File: config.mk
export PLATFORM = sky130hd
export DESIGN_NAME = reorder_buffer_flat
export DESIGN_NICKNAME = d
export VERILOG_FILES = /design/src/rtl/reorder_buffer_if.sv /design/src/rtl/reorder_buffer.sv /design/src/flat_wrapper.sv
export SDC_FILE = /design/constraint.sdc
export NUM_CORES = 1
export LEC_CHECK = 0
export CAP_MARGIN = 20
export CELL_PAD_IN_SITES_DETAIL_PLACEMENT = 0
export CELL_PAD_IN_SITES_GLOBAL_PLACEMENT = 2
export CORE_AREA = 2 2 216 218
export CTS_BUF_LIST = sky130_fd_sc_hd__clkbuf_16
export DETAILED_ROUTE_END_ITERATION = 10
export DIE_AREA = 0 0 218 220
export MAX_ROUTING_LAYER = met4
export PLACE_DENSITY = 0.83
export SYNTH_ARGS = -nofsm -noshare
export SYNTH_HDL_FRONTEND = slang
export SYNTH_SLANG_ARGS = --single-unit
File: constraint.sdc
create_clock -name clk -period 5.76 [get_ports clk]
set_input_delay 1.152 -clock clk [delete_from_list [all_inputs] [get_ports clk]]
set_output_delay 1.152 -clock clk [all_outputs]
set_load 0.01 [all_outputs]
File: src/rtl/reorder_buffer_if.sv
// reorder_buffer_if: allocate / complete / retire / free-list signal bundle
// between rename, the execution units and the reorder buffer.
// master = rename/execute side, slave = reorder buffer.
interface reorder_buffer_if #(
    parameter int PREG_WIDTH = 6,
    parameter int AREG_WIDTH = 5,
    parameter int IDX_WIDTH  = 4
);
    // Allocation from rename
    logic                  alloc_valid;
    logic                  alloc_ready;
    logic                  alloc_has_rd;
    logic [AREG_WIDTH-1:0] alloc_areg;
    logic [PREG_WIDTH-1:0] alloc_rrd;
    logic [PREG_WIDTH-1:0] alloc_old_rd;
    logic [11:0]           alloc_pc;
    logic [IDX_WIDTH-1:0]  alloc_idx;

    // Completion from execution
    logic                  complete_valid;
    logic [IDX_WIDTH-1:0]  complete_idx;

    // Free-list return and retirement trace
    logic                  push_free_reg;
    logic [PREG_WIDTH-1:0] freed_reg;
    logic                  retire_valid;
    logic [AREG_WIDTH-1:0] retire_areg;
    logic [PREG_WIDTH-1:0] retire_rrd;
    logic [11:0]           retire_pc;

    // Occupancy
    logic [IDX_WIDTH:0]    count;
    logic                  empty;

    modport master (
        output alloc_valid, alloc_has_rd, alloc_areg, alloc_rrd, alloc_old_rd, alloc_pc,
        output complete_valid, complete_idx,
        input  alloc_ready, alloc_idx,
        input  push_free_reg, freed_reg,
        input  retire_valid, retire_areg, retire_rrd, retire_pc,
        input  count, empty
    );

    modport slave (
        input  alloc_valid, alloc_has_rd, alloc_areg, alloc_rrd, alloc_old_rd, alloc_pc,
        input  complete_valid, complete_idx,
        output alloc_ready, alloc_idx,
        output push_free_reg, freed_reg,
        output retire_valid, retire_areg, retire_rrd, retire_pc,
        output count, empty
    );
endinterface

File: src/rtl/reorder_buffer.sv
// reorder_buffer: in-order retirement queue beside rename. Entries are
// allocated at the tail, marked done by index, and retired from the head one
// per cycle; a retiring entry's previous mapping goes back to the free list
// unless it is tag 0 (x0) or the instruction had no destination.
// Optional feature: define ROB_FLUSH_EN to add a synchronous `flush` input.
module reorder_buffer #(
    parameter int PREG_WIDTH = 6,
    parameter int AREG_WIDTH = 5,
    parameter int DEPTH      = 16,
    parameter int IDX_WIDTH  = 4
) (
    input logic clk,
    input logic rst,
`ifdef ROB_FLUSH_EN
    input logic flush,
`endif
    reorder_buffer_if.slave rob
);
    localparam logic [IDX_WIDTH:0] PTR_ONE = (IDX_WIDTH+1)'(1);

    // Pointers carry a wrap bit above the index bits
    logic [IDX_WIDTH:0] head, tail, count_q;
    logic [IDX_WIDTH-1:0] head_idx, tail_idx;

    // Per-entry control state (reset) and payload (not reset)
    logic [DEPTH-1:0]      valid_q, done_q, has_rd_q;
    logic [AREG_WIDTH-1:0] areg_q   [DEPTH];
    logic [PREG_WIDTH-1:0] rrd_q    [DEPTH];
    logic [PREG_WIDTH-1:0] old_rd_q [DEPTH];
    logic [11:0]           pc_q     [DEPTH];

    // Registered retirement outputs
    logic                  retire_valid_q, push_free_q;
    logic [AREG_WIDTH-1:0] retire_areg_q;
    logic [PREG_WIDTH-1:0] retire_rrd_q, freed_q;
    logic [11:0]           retire_pc_q;

    logic full, alloc_fire, retire_fire, flush_w;

`ifdef ROB_FLUSH_EN
    assign flush_w = flush;
`else
    assign flush_w = 1'b0;
`endif

    assign head_idx    = head[IDX_WIDTH-1:0];
    assign tail_idx    = tail[IDX_WIDTH-1:0];
    assign full        = (head_idx == tail_idx) && (head[IDX_WIDTH] != tail[IDX_WIDTH]);
    assign alloc_fire  = rob.alloc_valid && !full;
    // done is read from the register, so a completion never retires on its own edge
    assign retire_fire = valid_q[head_idx] && done_q[head_idx];

    assign rob.alloc_ready   = !full;
    assign rob.alloc_idx     = tail_idx;
    assign rob.count         = count_q;
    assign rob.empty         = (head == tail);
    assign rob.retire_valid  = retire_valid_q;
    assign rob.retire_areg   = retire_areg_q;
    assign rob.retire_rrd    = retire_rrd_q;
    assign rob.retire_pc     = retire_pc_q;
    assign rob.push_free_reg = push_free_q;
    assign rob.freed_reg     = freed_q;

    // Pointer, occupancy and valid/done bookkeeping
    // NOTE: sequential state uses <= so every block sees pre-edge values regardless of evaluation order.
    always_ff @(posedge clk or negedge rst) begin
        if (!rst) begin
            head    <= '0;
            tail    <= '0;
            count_q <= '0;
            valid_q <= '0;
            done_q  <= '0;
        end else if (flush_w) begin
            tail    <= head;
            count_q <= '0;
            valid_q <= '0;
            done_q  <= '0;
        end else begin
            // Completion to an unallocated entry (including one being allocated now) is dropped
            if (rob.complete_valid && valid_q[rob.complete_idx])
                done_q[rob.complete_idx] <= 1'b1;
            if (retire_fire) begin
                valid_q[head_idx] <= 1'b0;
                head              <= head + PTR_ONE;
            end
            // Allocation and retirement never touch the same slot: full blocks allocation,
            // empty has no valid head.
            if (alloc_fire) begin
                valid_q[tail_idx] <= 1'b1;
                done_q[tail_idx]  <= 1'b0;
                tail              <= tail + PTR_ONE;
            end
            unique case ({alloc_fire, retire_fire})
                2'b10:   count_q <= count_q + PTR_ONE;
                2'b01:   count_q <= count_q - PTR_ONE;
                default: count_q <= count_q;
            endcase
        end
    end

    // Payload capture at allocation
    // NOTE: payload storage is deliberately not reset; valid_q alone decides whether a slot means anything.
    always_ff @(posedge clk) begin
        if (alloc_fire) begin
            has_rd_q[tail_idx] <= rob.alloc_has_rd;
            areg_q[tail_idx]   <= rob.alloc_areg;
            rrd_q[tail_idx]    <= rob.alloc_rrd;
            old_rd_q[tail_idx] <= rob.alloc_old_rd;
            pc_q[tail_idx]     <= rob.alloc_pc;
        end
    end

    // Registered retire trace and free-list return, one pulse per retirement
    always_ff @(posedge clk or negedge rst) begin
        if (!rst) begin
            retire_valid_q <= 1'b0;
            retire_areg_q  <= '0;
            retire_rrd_q   <= '0;
            retire_pc_q    <= '0;
            push_free_q    <= 1'b0;
            freed_q        <= '0;
        end else if (flush_w || !retire_fire) begin
            retire_valid_q <= 1'b0;
            retire_areg_q  <= '0;
            retire_rrd_q   <= '0;
            retire_pc_q    <= '0;
            push_free_q    <= 1'b0;
            freed_q        <= '0;
        end else begin
            retire_valid_q <= 1'b1;
            retire_areg_q  <= areg_q[head_idx];
            retire_rrd_q   <= rrd_q[head_idx];
            retire_pc_q    <= pc_q[head_idx];
            // Tag 0 is x0's permanent mapping and must never reach the free list
            if (has_rd_q[head_idx] && (old_rd_q[head_idx] != '0)) begin
                push_free_q <= 1'b1;
                freed_q     <= old_rd_q[head_idx];
            end else begin
                push_free_q <= 1'b0;
                freed_q     <= '0;
            end
        end
    end
endmodule

File: src/flat_wrapper.sv
// flat-port wrapper written by rule: the top's interface ports become plain ports
module reorder_buffer_flat 
#(
    parameter int PREG_WIDTH = 6,
    parameter int AREG_WIDTH = 5,
    parameter int DEPTH      = 16,
    parameter int IDX_WIDTH  = 4
)
  (clk, rst, rob_alloc_valid, rob_alloc_has_rd, rob_alloc_areg, rob_alloc_rrd, rob_alloc_old_rd, rob_alloc_pc, rob_complete_valid, rob_complete_idx, rob_alloc_ready, rob_alloc_idx, rob_push_free_reg, rob_freed_reg, rob_retire_valid, rob_retire_areg, rob_retire_rrd, rob_retire_pc, rob_count, rob_empty);
  reorder_buffer_if #(.PREG_WIDTH(PREG_WIDTH), .AREG_WIDTH(AREG_WIDTH), .IDX_WIDTH(IDX_WIDTH)) rob_i ();
  input logic clk;
  input logic rst;
  input wire logic [$bits(rob_i.alloc_valid)-1:0] rob_alloc_valid;
  input wire logic [$bits(rob_i.alloc_has_rd)-1:0] rob_alloc_has_rd;
  input wire logic [$bits(rob_i.alloc_areg)-1:0] rob_alloc_areg;
  input wire logic [$bits(rob_i.alloc_rrd)-1:0] rob_alloc_rrd;
  input wire logic [$bits(rob_i.alloc_old_rd)-1:0] rob_alloc_old_rd;
  input wire logic [$bits(rob_i.alloc_pc)-1:0] rob_alloc_pc;
  input wire logic [$bits(rob_i.complete_valid)-1:0] rob_complete_valid;
  input wire logic [$bits(rob_i.complete_idx)-1:0] rob_complete_idx;
  output wire logic [$bits(rob_i.alloc_ready)-1:0] rob_alloc_ready;
  output wire logic [$bits(rob_i.alloc_idx)-1:0] rob_alloc_idx;
  output wire logic [$bits(rob_i.push_free_reg)-1:0] rob_push_free_reg;
  output wire logic [$bits(rob_i.freed_reg)-1:0] rob_freed_reg;
  output wire logic [$bits(rob_i.retire_valid)-1:0] rob_retire_valid;
  output wire logic [$bits(rob_i.retire_areg)-1:0] rob_retire_areg;
  output wire logic [$bits(rob_i.retire_rrd)-1:0] rob_retire_rrd;
  output wire logic [$bits(rob_i.retire_pc)-1:0] rob_retire_pc;
  output wire logic [$bits(rob_i.count)-1:0] rob_count;
  output wire logic [$bits(rob_i.empty)-1:0] rob_empty;
  assign rob_i.alloc_valid = rob_alloc_valid;
  assign rob_i.alloc_has_rd = rob_alloc_has_rd;
  assign rob_i.alloc_areg = rob_alloc_areg;
  assign rob_i.alloc_rrd = rob_alloc_rrd;
  assign rob_i.alloc_old_rd = rob_alloc_old_rd;
  assign rob_i.alloc_pc = rob_alloc_pc;
  assign rob_i.complete_valid = rob_complete_valid;
  assign rob_i.complete_idx = rob_complete_idx;
  assign rob_alloc_ready = rob_i.alloc_ready;
  assign rob_alloc_idx = rob_i.alloc_idx;
  assign rob_push_free_reg = rob_i.push_free_reg;
  assign rob_freed_reg = rob_i.freed_reg;
  assign rob_retire_valid = rob_i.retire_valid;
  assign rob_retire_areg = rob_i.retire_areg;
  assign rob_retire_rrd = rob_i.retire_rrd;
  assign rob_retire_pc = rob_i.retire_pc;
  assign rob_count = rob_i.count;
  assign rob_empty = rob_i.empty;
  reorder_buffer #(.PREG_WIDTH(PREG_WIDTH), .AREG_WIDTH(AREG_WIDTH), .DEPTH(DEPTH), .IDX_WIDTH(IDX_WIDTH)) u_core (.clk(clk), .rst(rst), .rob(rob_i));
endmodule
==> results.rst, run 1 <==
.. list-table::
   :header-rows: 1

   * - Metric
     - Value
   * - Result of the run
     - completed
   * - Final Instance Area
     - 25000 um^2
   * - Clk sinks
     - 558
   * - Mapped Nets
     - 1046
   * - Classification of the worst setup path
     - flip-flop to output port
   * - Total number of vias
     - 10300
   * - Transition time at the pin with the least slew margin
     - 1.04 ns
   * - Relative max-transition margin
     - 0.308
   * - Number of distinct library cells after synthesis
     - 44
   * - Synth async-reset ratio
     - 0.140
   * - Final setup TNS
     - 0 ns
   * - Die extent in x
     - 218 um
   * - Average vias per placed instance
     - 5.84
   * - Cts hold-fix bufs
     - 0
   * - Number of buffers on the longest clock path
     - 3
   * - Remaining DRCs
     - 0
   * - Final clock skew
     - 0.0174 ns
   * - Post-synth top area share
     - 0.668
   * - Postcts setup bufs
     - 0
   * - RSZ-0062 raised after global routing
     - no
   * - Share of synthesized area occupied by flip-flops and latches
     - 0.758
   * - Setup violations, final
     - 0
   * - Number of maximum-capacitance violations
     - 0
   * - Crit path max fanout
     - 63
   * - Weighted congestion reported at the end of routability-driven placement
     - 0.826
   * - Startpoint Class
     - flip-flop
   * - Clock tree from TritonCTS
     - done
   * - Worst min-delay path class
     - flip-flop to flip-flop
   * - Number of ports placed on the die boundary
     - 80
   * - Highest cell delay on the worst timing path
     - 0.72 ns
   * - Clock tree root buffer cell
     - clkbuf_16
   * - Prevailing post-synth register cell
     - edfxtp_1
   * - Initial antenna violation count
     - 3
   * - # nets final
     - 1157
   * - Top area cells in the synthesized netlist
     - edfxtp_1, mux4_2, dfrtp_1
   * - Routed length per instance
     - 26.4 um
   * - Slowest library cell on the worst path
     - buf_4
   * - Number of enable-type register cells in the synthesized netlist
     - 480
   * - Via count of the first global-routing pass
     - 10600
   * - Clock transition at the registers of the reported paths
     - 0.06 ns
   * - Worst IR Drop VDD
     - 416 uV
   * - Layout overhead on the synthesized area
     - 15.7%
   * - Placed cell areas
     - 23100 um^2
   * - Synth Register Bits
     - 558
   * - DRC marker count from the first detailed-route iteration
     - 1191
   * - Maximum operating frequency
     - 230 MHz
   * - All-Layer GR Usage
     - 0.207
   * - Top reg by flops
     - u_core.pc_q
   * - Floorplan die area
     - 48000 um^2
   * - Post-route minimum period
     - 4.35 ns
   * - Sequential cell area
     - 16400 um^2
   * - Leakage
     - 8.29 nW
   * - Total area of multi-input combinational cells
     - 4960 um^2
   * - Count of buffers inserted at the top-level ports
     - 79
   * - Number of flip-flops in the largest register
     - 192
   * - Num rows
     - 79
   * - Remaining Overflow, GRT
     - 0
   * - Pin count of the biggest net entering global routing
     - 118
   * - Number of pins with negative max-slew slack in the final report
     - 0
   * - Ratio of final minimum period to clock period
     - 0.754
   * - Drt total wl
     - 46600 um
   * - Cells traversed along the worst timing path
     - buf_4, xor2_1, nor4_1, inv_1, nor2_1, clkdlybuf4s50_1
   * - HPWL reported at the end of detailed placement
     - 24500 um
   * - Skew-Pair Late Insertion Delay
     - 0.61 ns
   * - Cell type contributing the most total cell area after synthesis
     - edfxtp_1
   * - Type of destination of the critical path
     - output port
   * - Fill cells
     - 3464
   * - Share of final-layout standard cells stronger than drive strength 1
     - 0.248
   * - Highest-count cells in the layout ignoring fill and taps
     - edfxtp_1, mux4_2, clkdlybuf4s50_1
   * - Number of CTS-inserted buffers
     - 55
   * - Syn Area/Cell
     - 21.7 um^2
   * - Most common cell after layout, fill and taps aside
     - edfxtp_1
   * - Crit path arrival time
     - 3.19 ns
   * - Final hold viol count
     - 0
   * - Overall die height
     - 220 um
   * - Required arrival time at the worst endpoint
     - 4.61 ns
   * - First-pass iteration count of the detailed router
     - 6
   * - Core area
     - 45900 um^2
   * - Pwr/cell area
     - 495 nW/um^2
   * - Number of nets still failing antenna checks after routing
     - 0
   * - Effective utilization at floorplan
     - 0.470
   * - CTS-repair resized insts
     - 0
   * - H-tree levels
     - 2
   * - Post-Syn Instances
     - 996
   * - First-pass GRT wire length
     - 69200 um
   * - Registers with the most flip-flops
     - u_core.pc_q: 192 flops, u_core.old_rd_q: 96 flops, u_core.rrd_q: 96 flops
   * - Netlist Area Pre-Place
     - 21600 um^2
   * - Number of synthesis warnings
     - 0
[cells in the mapped netlist, drive strengths merged, types with 2 or more instances]
master     n
mux4     153
o2bb2ai    4
and2       4
o21ai      4
clkbuf    24
nor2b     34
a22oi      7
nor3       4
dfrtp     78
xnor2      7
nor2      18
a31oi     10
mux2       3
buf       26
a21o      11
a22o       3
nand2     43
and4b      2
and2b      2
edfxtp   480
nand3      3
a21boi     2
inv        9
a32o       2
o21a       3
xor2      10
o31ai      2
ha        12
a21oi     13
a221oi     3
and3      10
nand2b     3
[logic make-up (layout without fill, tap and decap cells)]
logic type               after synthesis  count (layout)  synth area share
flip-flops                           558             558             0.758
multiplexers                         156             156             0.161
other                                  0               3                 0
AO/OA/AOI/OAI                         67              67            0.0220
buffers and inverters                 59             216            0.0139
AND/OR/NAND/NOR                      127             127            0.0304
adder cells (fa/ha/maj)               12              12           0.00696
XOR/XNOR                              17              17           0.00690
[per-layer routing]
metal | track usage | wire length (um) | vias up
met5 | - | 0 | -
met4 | 0.0492 | 839 | 0
met3 | 0.0421 | 3290 | 66
met2 | 0.319 | 22400 | 385
met1 | 0.289 | 20100 | 5511
li1 | - | - | 4339
[per-stage QoR]
stage	util	instances	total power, mW	setup slack, ns	hold WS, ns
floorplan	-	996	7.77	1.31	0.463
global placement	0.504	1656	8.82	1.75	0.466
detailed placement	0.504	1656	8.88	1.73	0.470
CTS	0.544	1759	12.5	1.32	0.479
global route	0.545	1763	12.9	1.16	0.495
finish	0.545	1763	12.4	1.41	0.471
[worst max-delay path: cells and delay by family (launching register included)]
| kind | cells | cell delay [ns] |
|---|---|---|
| buffers and inverters | 3 | 1.34 |
| AND/OR/NAND/NOR | 2 | 0.66 |
| flip-flops | 1 | 0.43 |
| XOR/XNOR | 1 | 0.14 |
[final cells by class]
cell class,count,share of cell area
antenna,3,0.000301
clock inverter,48,0.0185
sequential,558,0.656
multi-input combinational,379,0.198
clock buffer,55,0.0551
inverter,9,0.00145
tap,607,0.0304
timing repair buffer,104,0.0401
[report_power, final]
group / total [mW] / switching (mW) / leakage, nW / internal [mW]
registers: 5.23 / 0.255 / 5.31 / 4.97
logic: 3.52 / 1.82 / 2.04 / 1.71
clock network: 3.61 / 1.51 / 0.932 / 2.11
total: 12.4 / 3.58 / 8.29 / 8.78
[worst paths after layout]
check | startpoint | endpoint | slack [ns] | depth (start not counted)
worst max-delay path | u_core.head[1] | rob_empty | 1.41 | 6
worst min-delay path | u_core.rob.count[4] | u_core.rob.count[4] | 0.47 | 1
worst min register to register | u_core.rob.count[4] | u_core.rob.count[4] | 0.47 | 1
min in group asynchronous | rst | u_core.head[1] | 0.57 | 1
worst max register to register | u_core.head[1] | u_core.rob.count[4] | 1.77 | 14
max in group asynchronous | rst | u_core.head[3] | 4.16 | 2
(Power assumes the default switching activity.)
==> run 2, diff against run 1 <==
==> constraint.sdc (replaced) <==
create_clock -name clk -period 4.37 [get_ports clk]
set_input_delay 0.874 -clock clk [delete_from_list [all_inputs] [get_ports clk]]
set_output_delay 0.874 -clock clk [all_outputs]
set_load 0.01 [all_outputs]
==> run 2 against run 1 <==
Highest routed layer unchanged. Cell area is 0.18% lower. Die area stayed put. Critical path depth is 6 higher. Clock power is 23% higher. Worst setup slack worse by 0.67 ns. Largest cell class unchanged. Non-clock buffer count is 9 higher.
==> results.rst, run 2 (synthesis gave the netlist of run 1 again) <==
.. list-table::
   :header-rows: 1

   * - Metric
     - Value
   * - Result of the run
     - completed (unchanged)
   * - Core area
     - 45900 um^2 (unchanged)
   * - Transition time at the pin with the least slew margin
     - 1.08 ns (was 1.04 ns)
   * - Postcts setup bufs
     - 0 (unchanged)
   * - Classification of the worst setup path
     - flip-flop to flip-flop (was flip-flop to output port)
   * - Pin count of the biggest net entering global routing
     - 91 (was 118)
   * - Required arrival time at the worst endpoint
     - 4.84 ns (was 4.61 ns)
   * - Highest-count cells in the layout ignoring fill and taps
     - edfxtp_1, mux4_2, clkdlybuf4s50_1 (unchanged)
   * - Fill cells
     - 3487 (was 3464)
   * - Crit path max fanout
     - 17 (was 63)
   * - First-pass iteration count of the detailed router
     - 5 (was 6)
   * - Registers with the most flip-flops
     - u_core.pc_q: 192 flops, u_core.old_rd_q: 96 flops, u_core.rrd_q: 96 flops (unchanged)
   * - Count of buffers inserted at the top-level ports
     - 79 (unchanged)
   * - Highest cell delay on the worst timing path
     - 0.61 ns (was 0.72 ns)
   * - Effective utilization at floorplan
     - 0.470 (unchanged)
   * - Drt total wl
     - 46700 um (was 46600 um)
   * - Post-route minimum period
     - 3.63 ns
   * - Pwr/cell area
     - 642 nW/um^2 (was 495 nW/um^2)
   * - Top reg by flops
     - u_core.pc_q (unchanged)
   * - Busiest layer in global routing
     - met2 (unchanged)
   * - CP delay by family, top
     - multiplexers (was buffers and inverters)
   * - Most common cell after layout, fill and taps aside
     - edfxtp_1 (unchanged)
   * - Final setup TNS
     - 0 ns (unchanged)
   * - Core occupancy in the finished layout
     - 0.544 (was 0.545)
   * - Floorplan die area
     - 48000 um^2 (unchanged)
   * - Placed cell areas
     - 23200 um^2 (was 23100 um^2)
   * - H-tree levels
     - 2 (unchanged)
   * - Remaining Overflow, GRT
     - 0 (unchanged)
   * - Final hold viol count
     - 0 (unchanged)
   * - Num rows
     - 79 (unchanged)
   * - Skew-Pair Late Insertion Delay
     - 0.60 ns (was 0.61 ns)
   * - Remaining DRCs
     - 0 (unchanged)
   * - Worst IR Drop VDD
     - 340 uV (was 416 uV)
   * - Via count of the first global-routing pass
     - 10500 (was 10600)
   * - Cells traversed along the worst timing path
     - inv_4, mux4_2, mux4_2, inv_1, ha_1, xor2_1, ha_1, o21a_1, o21a_1, a311oi_1, nor3_1, xor2_1 (was buf_4, xor2_1, nor4_1, inv_1, nor2_1, clkdlybuf4s50_1)
   * - CTS-repair resized insts
     - 0 (unchanged)
   * - Startpoint of the worst-slack reg-to-reg timing path
     - u_core.head[1] (unchanged)
   * - Average vias per placed instance
     - 5.79 (was 5.84)
   * - Global Route met1 Usage
     - 0.290 (was 0.289)
   * - DRC marker count from the first detailed-route iteration
     - 1010 (was 1191)
   * - Startpoint Class
     - flip-flop (unchanged)
   * - Routing usage on met3
     - 0.0326 (was 0.0421)
   * - Count of buffer and inverter cells on the critical path
     - 2 (was 3)
   * - Cts hold-fix bufs
     - 0 (unchanged)
   * - Die extent in x
     - 218 um (unchanged)
   * - Met2 Track Usage GR
     - 0.325 (was 0.319)
   * - Number of flip-flops in the largest register
     - 192 (unchanged)
   * - Minimum setup slack among reg-to-reg paths
     - 0.74 ns (was 1.77 ns)
   * - Number of pins with negative max-slew slack in the final report
     - 0 (unchanged)
   * - Slowest library cell on the worst path
     - dfrtp_4 (was buf_4)
   * - Overall die height
     - 220 um (unchanged)
   * - All-Layer GR Usage
     - 0.208 (was 0.207)
   * - Crit path arrival time
     - 4.10 ns (was 3.19 ns)
   * - Clock transition at the registers of the reported paths
     - 0.06 ns (about the same)
   * - Number of ports placed on the die boundary
     - 80 (unchanged)
   * - Final clock skew
     - 0.0147 ns (was 0.0174 ns)
   * - Worst reg2reg path depth
     - 12 (was 14)
   * - Ratio of final minimum period to clock period
     - 0.831
   * - Leakage
     - 8.29 nW (about the same)
   * - Final Instance Area
     - 24900 um^2 (was 25000 um^2)
   * - # nets final
     - 1165 (was 1157)
   * - Number of buffers on the longest clock path
     - 3 (unchanged)
   * - RSZ-0062 raised after global routing
     - no (unchanged)
   * - HPWL reported at the end of detailed placement
     - 24500 um (about the same)
   * - Relative max-transition margin
     - 0.279 (was 0.308)
   * - Initial antenna violation count
     - 2 (was 3)
   * - Share of final-layout standard cells stronger than drive strength 1
     - 0.253 (was 0.248)
   * - Clk sinks
     - 558 (unchanged)
   * - Number of maximum-capacitance violations
     - 0 (unchanged)
   * - Maximum operating frequency
     - 275 MHz
   * - Number of CTS-inserted buffers
     - 54 (was 55)
   * - First-pass GRT wire length
     - 69900 um (was 69200 um)
   * - Clock tree from TritonCTS
     - done (unchanged)
   * - Worst min-delay path class
     - primary input to async pin (was flip-flop to flip-flop)
   * - Routed length per instance
     - 26.4 um (about the same)
   * - Number of nets still failing antenna checks after routing
     - 0 (unchanged)
   * - Layout overhead on the synthesized area
     - 15.5% (was 15.7%)
   * - Weighted congestion reported at the end of routability-driven placement
     - 0.816 (was 0.826)
   * - Type of destination of the critical path
     - flip-flop (was output port)
   * - Setup violations, final
     - 0 (unchanged)
   * - Clock tree root buffer cell
     - clkbuf_16 (unchanged)
   * - Final worst-path setup slack
     - 0.740 ns (was 1.41 ns)
   * - End of the worst register-to-register path
     - u_core.rob.count[4] (unchanged)
   * - Total number of vias
     - 10200 (was 10300)
   * - Worst slack at placement
     - 0.743 ns (was 1.73 ns)
==> run 2: changes by cell type in the layout (fill, tap and decap cells not counted) <==
cell,before,now
clkinvlp_4,2,4
inv_16,2,0
clkinv_4,2,1
inv_6,2,1
clkinv_1,14,10
buf_12,2,3
buf_4,24,31
bufinv_16,8,4
diode_2,3,2
buf_16,0,1
clkinv_2,10,14
inv_1,15,19
==> run 2: how the worst max path moves through the flow <==
stage / start / to / cells past startpoint
2_1_floorplan: u_core.head[0] / u_core.areg_q[3][0] / 8
3_3_place_gp: u_core.head[1] / u_core.rob.count[4] / 12
3_5_place_dp: u_core.head[1] / u_core.rob.count[4] / 12
4_1_cts: u_core.head[1] / u_core.rob.count[4] / 12
5_1_grt: u_core.head[1] / u_core.rob.count[4] / 12
6_report: u_core.head[1] / u_core.rob.count[4] / 12
==> run 2: area by class of cell <==
type / count / area (um^2) / share of cell area
repair buffers: 113 / 1100 / 0.0442
clock buffers: 55 / 1380 / 0.0552
well taps: 607 / 759 / 0.0305
multi-input cells: 379 / 4960 / 0.199
flip-flops and latches: 558 / 16400 / 0.657
clock inverters: 46 / 320 / 0.0128
diodes: 2 / 5.00 / 0.000201
inverters: 9 / 36.3 / 0.00146
==> run 2: layer usage <==
metal / vias to the layer above / part of all wire
met1: 5478 / 0.43
met2: 368 / 0.49
met5: - / 0
li1: 4333 / -
met3: 61 / 0.061
met4: 0 / 0.019
==> run 2: through the flow <==
step | cells | hold slack (ns) | total power, mW
global placement | 1665 | 0.462 | 11.7
finish | 1769 | 0.139 | 16.0
floorplan | 996 | 0.463 | 10.2
CTS | 1766 | 0.470 | 16.2
global route | 1769 | 0.136 | 16.8
detailed placement | 1665 | 0.461 | 11.7
==> run 2: where the power goes <==
group          total [mW]  leakage [nW]  internal, mW  switching [mW]
registers            6.90          5.31          6.55           0.348
clock network        4.45         0.878          2.52            1.94
logic                4.66          2.10          2.27            2.39
==> run 2: worst register-to-register path, cell delays in order, from the launching register on <==
cell and delay (ns):
dfrtp_4 0.61, inv_4 0.16, mux4_2 0.54, mux4_2 0.52, inv_1 0.12, ha_1 0.34, xor2_1 0.12, ha_1 0.23
o21a_1 0.18, o21a_1 0.18, a311oi_1 0.26, nor3_1 0.10, xor2_1 0.15
==> run 3, diff against run 2 <==
==> constraint.sdc (replaced) <==
create_clock -name clk -period 3.8 [get_ports clk]
set_input_delay 0.76 -clock clk [delete_from_list [all_inputs] [get_ports clk]]
set_output_delay 0.76 -clock clk [all_outputs]
set_load 0.01 [all_outputs]
==> run 3 against run 2 <==
Register-to-register slack lost 0.45 ns. Global-route usage shrank 1.1 points. Routed wire length shrank 5.6%. Count of clock-buffer cells in the layout is the same. Via count shrank 1.1%. Final cell count is essentially flat. Combinational power grew 17%. Clock skew grew 0.0016 ns. Hold slack gained 0.0086 ns. Flip-flop and latch count is the same.
==> results.rst, run 3 (synthesis gave the netlist of run 1 again) <==
.. list-table::
   :header-rows: 1

   * - Metric
     - Value
   * - Final setup TNS
     - 0 ns (unchanged)
   * - Minimum setup slack among reg-to-reg paths
     - 0.29 ns (was 0.74 ns)
   * - Ratio of final minimum period to clock period
     - 0.925 (was 0.831)
   * - Average vias per placed instance
     - 5.73 (was 5.79)
   * - Clock tree from TritonCTS
     - done (unchanged)
   * - Initial antenna violation count
     - 1 (was 2)
   * - Number of flip-flops in the largest register
     - 192 (unchanged)
   * - Pwr/cell area
     - 739 nW/um^2 (was 642 nW/um^2)
   * - Startpoint of the worst-slack reg-to-reg timing path
     - u_core.head[1] (unchanged)
   * - Worst slack at placement
     - 0.253 ns (was 0.743 ns)
   * - Core area
     - 45900 um^2 (unchanged)
   * - Final hold viol count
     - 0 (unchanged)
   * - Maximum operating frequency
     - 285 MHz (was 275 MHz)
   * - Effective utilization at floorplan
     - 0.470 (unchanged)
   * - Post-route minimum period
     - 3.51 ns (was 3.63 ns)
   * - Final Instance Area
     - 25000 um^2 (was 24900 um^2)
   * - Result of the run
     - completed (unchanged)
   * - Remaining Overflow, GRT
     - 0 (unchanged)
   * - Count of buffers inserted at the top-level ports
     - 79 (unchanged)
   * - Required arrival time at the worst endpoint
     - 4.26 ns (was 4.84 ns)
   * - Pin count of the biggest net entering global routing
     - 69 (was 91)
   * - Layout overhead on the synthesized area
     - 16.1% (was 15.5%)
   * - First-pass iteration count of the detailed router
     - 5 (unchanged)
   * - Routed length per instance
     - 24.9 um (was 26.4 um)
   * - Final clock skew
     - 0.0164 ns (was 0.0147 ns)
   * - Number of maximum-capacitance violations
     - 0 (unchanged)
   * - Crit path arrival time
     - 3.97 ns (was 4.10 ns)
   * - Classification of the worst setup path
     - flip-flop to flip-flop (unchanged)
   * - Highest-count cells in the layout ignoring fill and taps
     - edfxtp_1, mux4_2, clkdlybuf4s50_1 (unchanged)
   * - Placed cell areas
     - 23300 um^2 (was 23200 um^2)
   * - Final worst-path setup slack
     - 0.287 ns (was 0.740 ns)
   * - All-Layer GR Usage
     - 0.197 (was 0.208)
   * - DRC marker count from the first detailed-route iteration
     - 1138 (was 1010)
   * - Leakage
     - 8.33 nW (was 8.29 nW)
   * - Top reg by flops
     - u_core.pc_q (unchanged)
   * - Routing usage on met3
     - 0.0295 (was 0.0326)
   * - Clock transition at the registers of the reported paths
     - 0.06 ns (about the same)
   * - # nets final
     - 1166 (was 1165)
   * - Most common cell after layout, fill and taps aside
     - edfxtp_1 (unchanged)
   * - Clk sinks
     - 558 (unchanged)
   * - Worst min-delay path class
     - primary input to async pin (unchanged)
   * - First-pass GRT wire length
     - 67200 um (was 69900 um)
   * - Via count of the first global-routing pass
     - 10500 (about the same)
   * - H-tree levels
     - 2 (unchanged)
   * - Number of CTS-inserted buffers
     - 54 (unchanged)
   * - Worst IR Drop VDD
     - 614 uV (was 340 uV)
   * - Met2 Track Usage GR
     - 0.308 (was 0.325)
   * - CTS-repair resized insts
     - 0 (unchanged)
   * - Relative max-transition margin
     - 0.358 (was 0.279)
   * - Startpoint Class
     - flip-flop (unchanged)
   * - Worst setup path endpoint
     - u_core.rob.freed_reg[3] (was u_core.rob.count[4])
   * - Total number of vias
     - 10100 (was 10200)
   * - Num rows
     - 79 (unchanged)
   * - Cts hold-fix bufs
     - 0 (unchanged)
   * - Number of pins with negative max-slew slack in the final report
     - 0 (unchanged)
   * - Number of ports placed on the die boundary
     - 80 (unchanged)
   * - Overall die height
     - 220 um (unchanged)
   * - Weighted congestion reported at the end of routability-driven placement
     - 0.827 (was 0.816)
   * - Number of nets still failing antenna checks after routing
     - 0 (unchanged)
   * - Global Route met1 Usage
     - 0.278 (was 0.290)
   * - Clock tree root buffer cell
     - clkbuf_16 (unchanged)
   * - Skew-Pair Late Insertion Delay
     - 0.59 ns (was 0.60 ns)
   * - Type of destination of the critical path
     - flip-flop (unchanged)
   * - Transition time at the pin with the least slew margin
     - 0.963 ns (was 1.08 ns)
   * - RSZ-0062 raised after global routing
     - no (unchanged)
   * - Core occupancy in the finished layout
     - 0.546 (was 0.544)
   * - Share of final-layout standard cells stronger than drive strength 1
     - 0.243 (was 0.253)
   * - Tot Pwr
     - 18.5 mW (was 16.0 mW)
   * - Worst reg2reg path depth
     - 6 (was 12)
   * - Source of the critical timing path
     - u_core.head[1] (unchanged)
   * - Drt total wl
     - 44100 um (was 46700 um)
   * - Crit path max fanout
     - 63 (was 17)
   * - Floorplan die area
     - 48000 um^2 (unchanged)
   * - Remaining DRCs
     - 0 (unchanged)
   * - HPWL reported at the end of detailed placement
     - 25200 um (was 24500 um)
   * - Die extent in x
     - 218 um (unchanged)
   * - Number of buffers on the longest clock path
     - 3 (unchanged)
   * - Registers with the most flip-flops
     - u_core.pc_q: 192 flops, u_core.old_rd_q: 96 flops, u_core.rrd_q: 96 flops (unchanged)
   * - Postcts setup bufs
     - 0 (unchanged)
   * - Setup violations, final
     - 0 (unchanged)
   * - Busiest layer in global routing
     - met2 (unchanged)
   * - End of the worst register-to-register path
     - u_core.rob.freed_reg[3] (was u_core.rob.count[4])
==> run 3: cell count changes in the layout (fill, tap and decap cells not counted), moves of 2 or more <==
cell	before	now
buf_4	31	26
bufinv_16	4	6
inv_1	19	24
clkinv_2	14	3
nor3_4	0	2
buf_12	3	10
clkinvlp_4	4	1
nor3_2	2	0
clkinv_1	10	16
==> run 3: metal layers <==
| metal | vias up | part of all wire | routed length, um |
|---|---|---|---|
| met5 | - | 0 | 0 |
| met4 | 0 | 0.017 | 732 |
| met3 | 60 | 0.056 | 2450 |
| met2 | 327 | 0.49 | 21600 |
| met1 | 5407 | 0.44 | 19300 |
| li1 | 4338 | - | - |
==> run 3: worst min path at each step <==
stage	startpoint	to	cells past startpoint
2_1_floorplan	rst	u_core.done_q[0]	0
3_3_place_gp	u_core.valid_q[14]	u_core.valid_q[14]	1
3_5_place_dp	u_core.head[4]	u_core.head[4]	1
4_1_cts	rst	u_core.rob.freed_reg[2]	1
5_1_grt	rst	u_core.rob.freed_reg[2]	1
6_report	rst	u_core.rob.freed_reg[2]	1
==> run 3: final cells by class <==
cell class / instances / area, um^2
Antenna cell: 1 / 2.50
Timing Repair Buffer: 114 / 1180
Clock buffer: 55 / 1380
Sequential cell: 558 / 16400
Clock inverter: 45 / 349
Inverter: 9 / 36.3
Multi-Input combinational cell: 379 / 4970
Fill cell: 3458 / 20800
Tap cell: 607 / 759
==> run 3: critical path, cell delays in order, from the launching register on <==
cell and delay (ns):
dfrtp_4 0.44, buf_4 0.74, buf_4 0.84, mux4_2 0.41
mux4_2 0.52, nor2b_4 0.17, a21boi_1 0.16
==> run 3: metrics by stage <==
step                      cells  hold slack (ns)
final                      1768            0.147
after global placement     1667            0.477
after detailed placement   1667            0.483
after floorplan             996            0.463
after CTS                  1767            0.151
after global routing       1768            0.170
==> run 3: power by group <==
part / internal (mW) / leakage [nW] / switching [mW]
clock network: 3.01 / 0.901 / 2.17
registers: 7.53 / 5.31 / 0.344
logic: 2.66 / 2.11 / 2.78
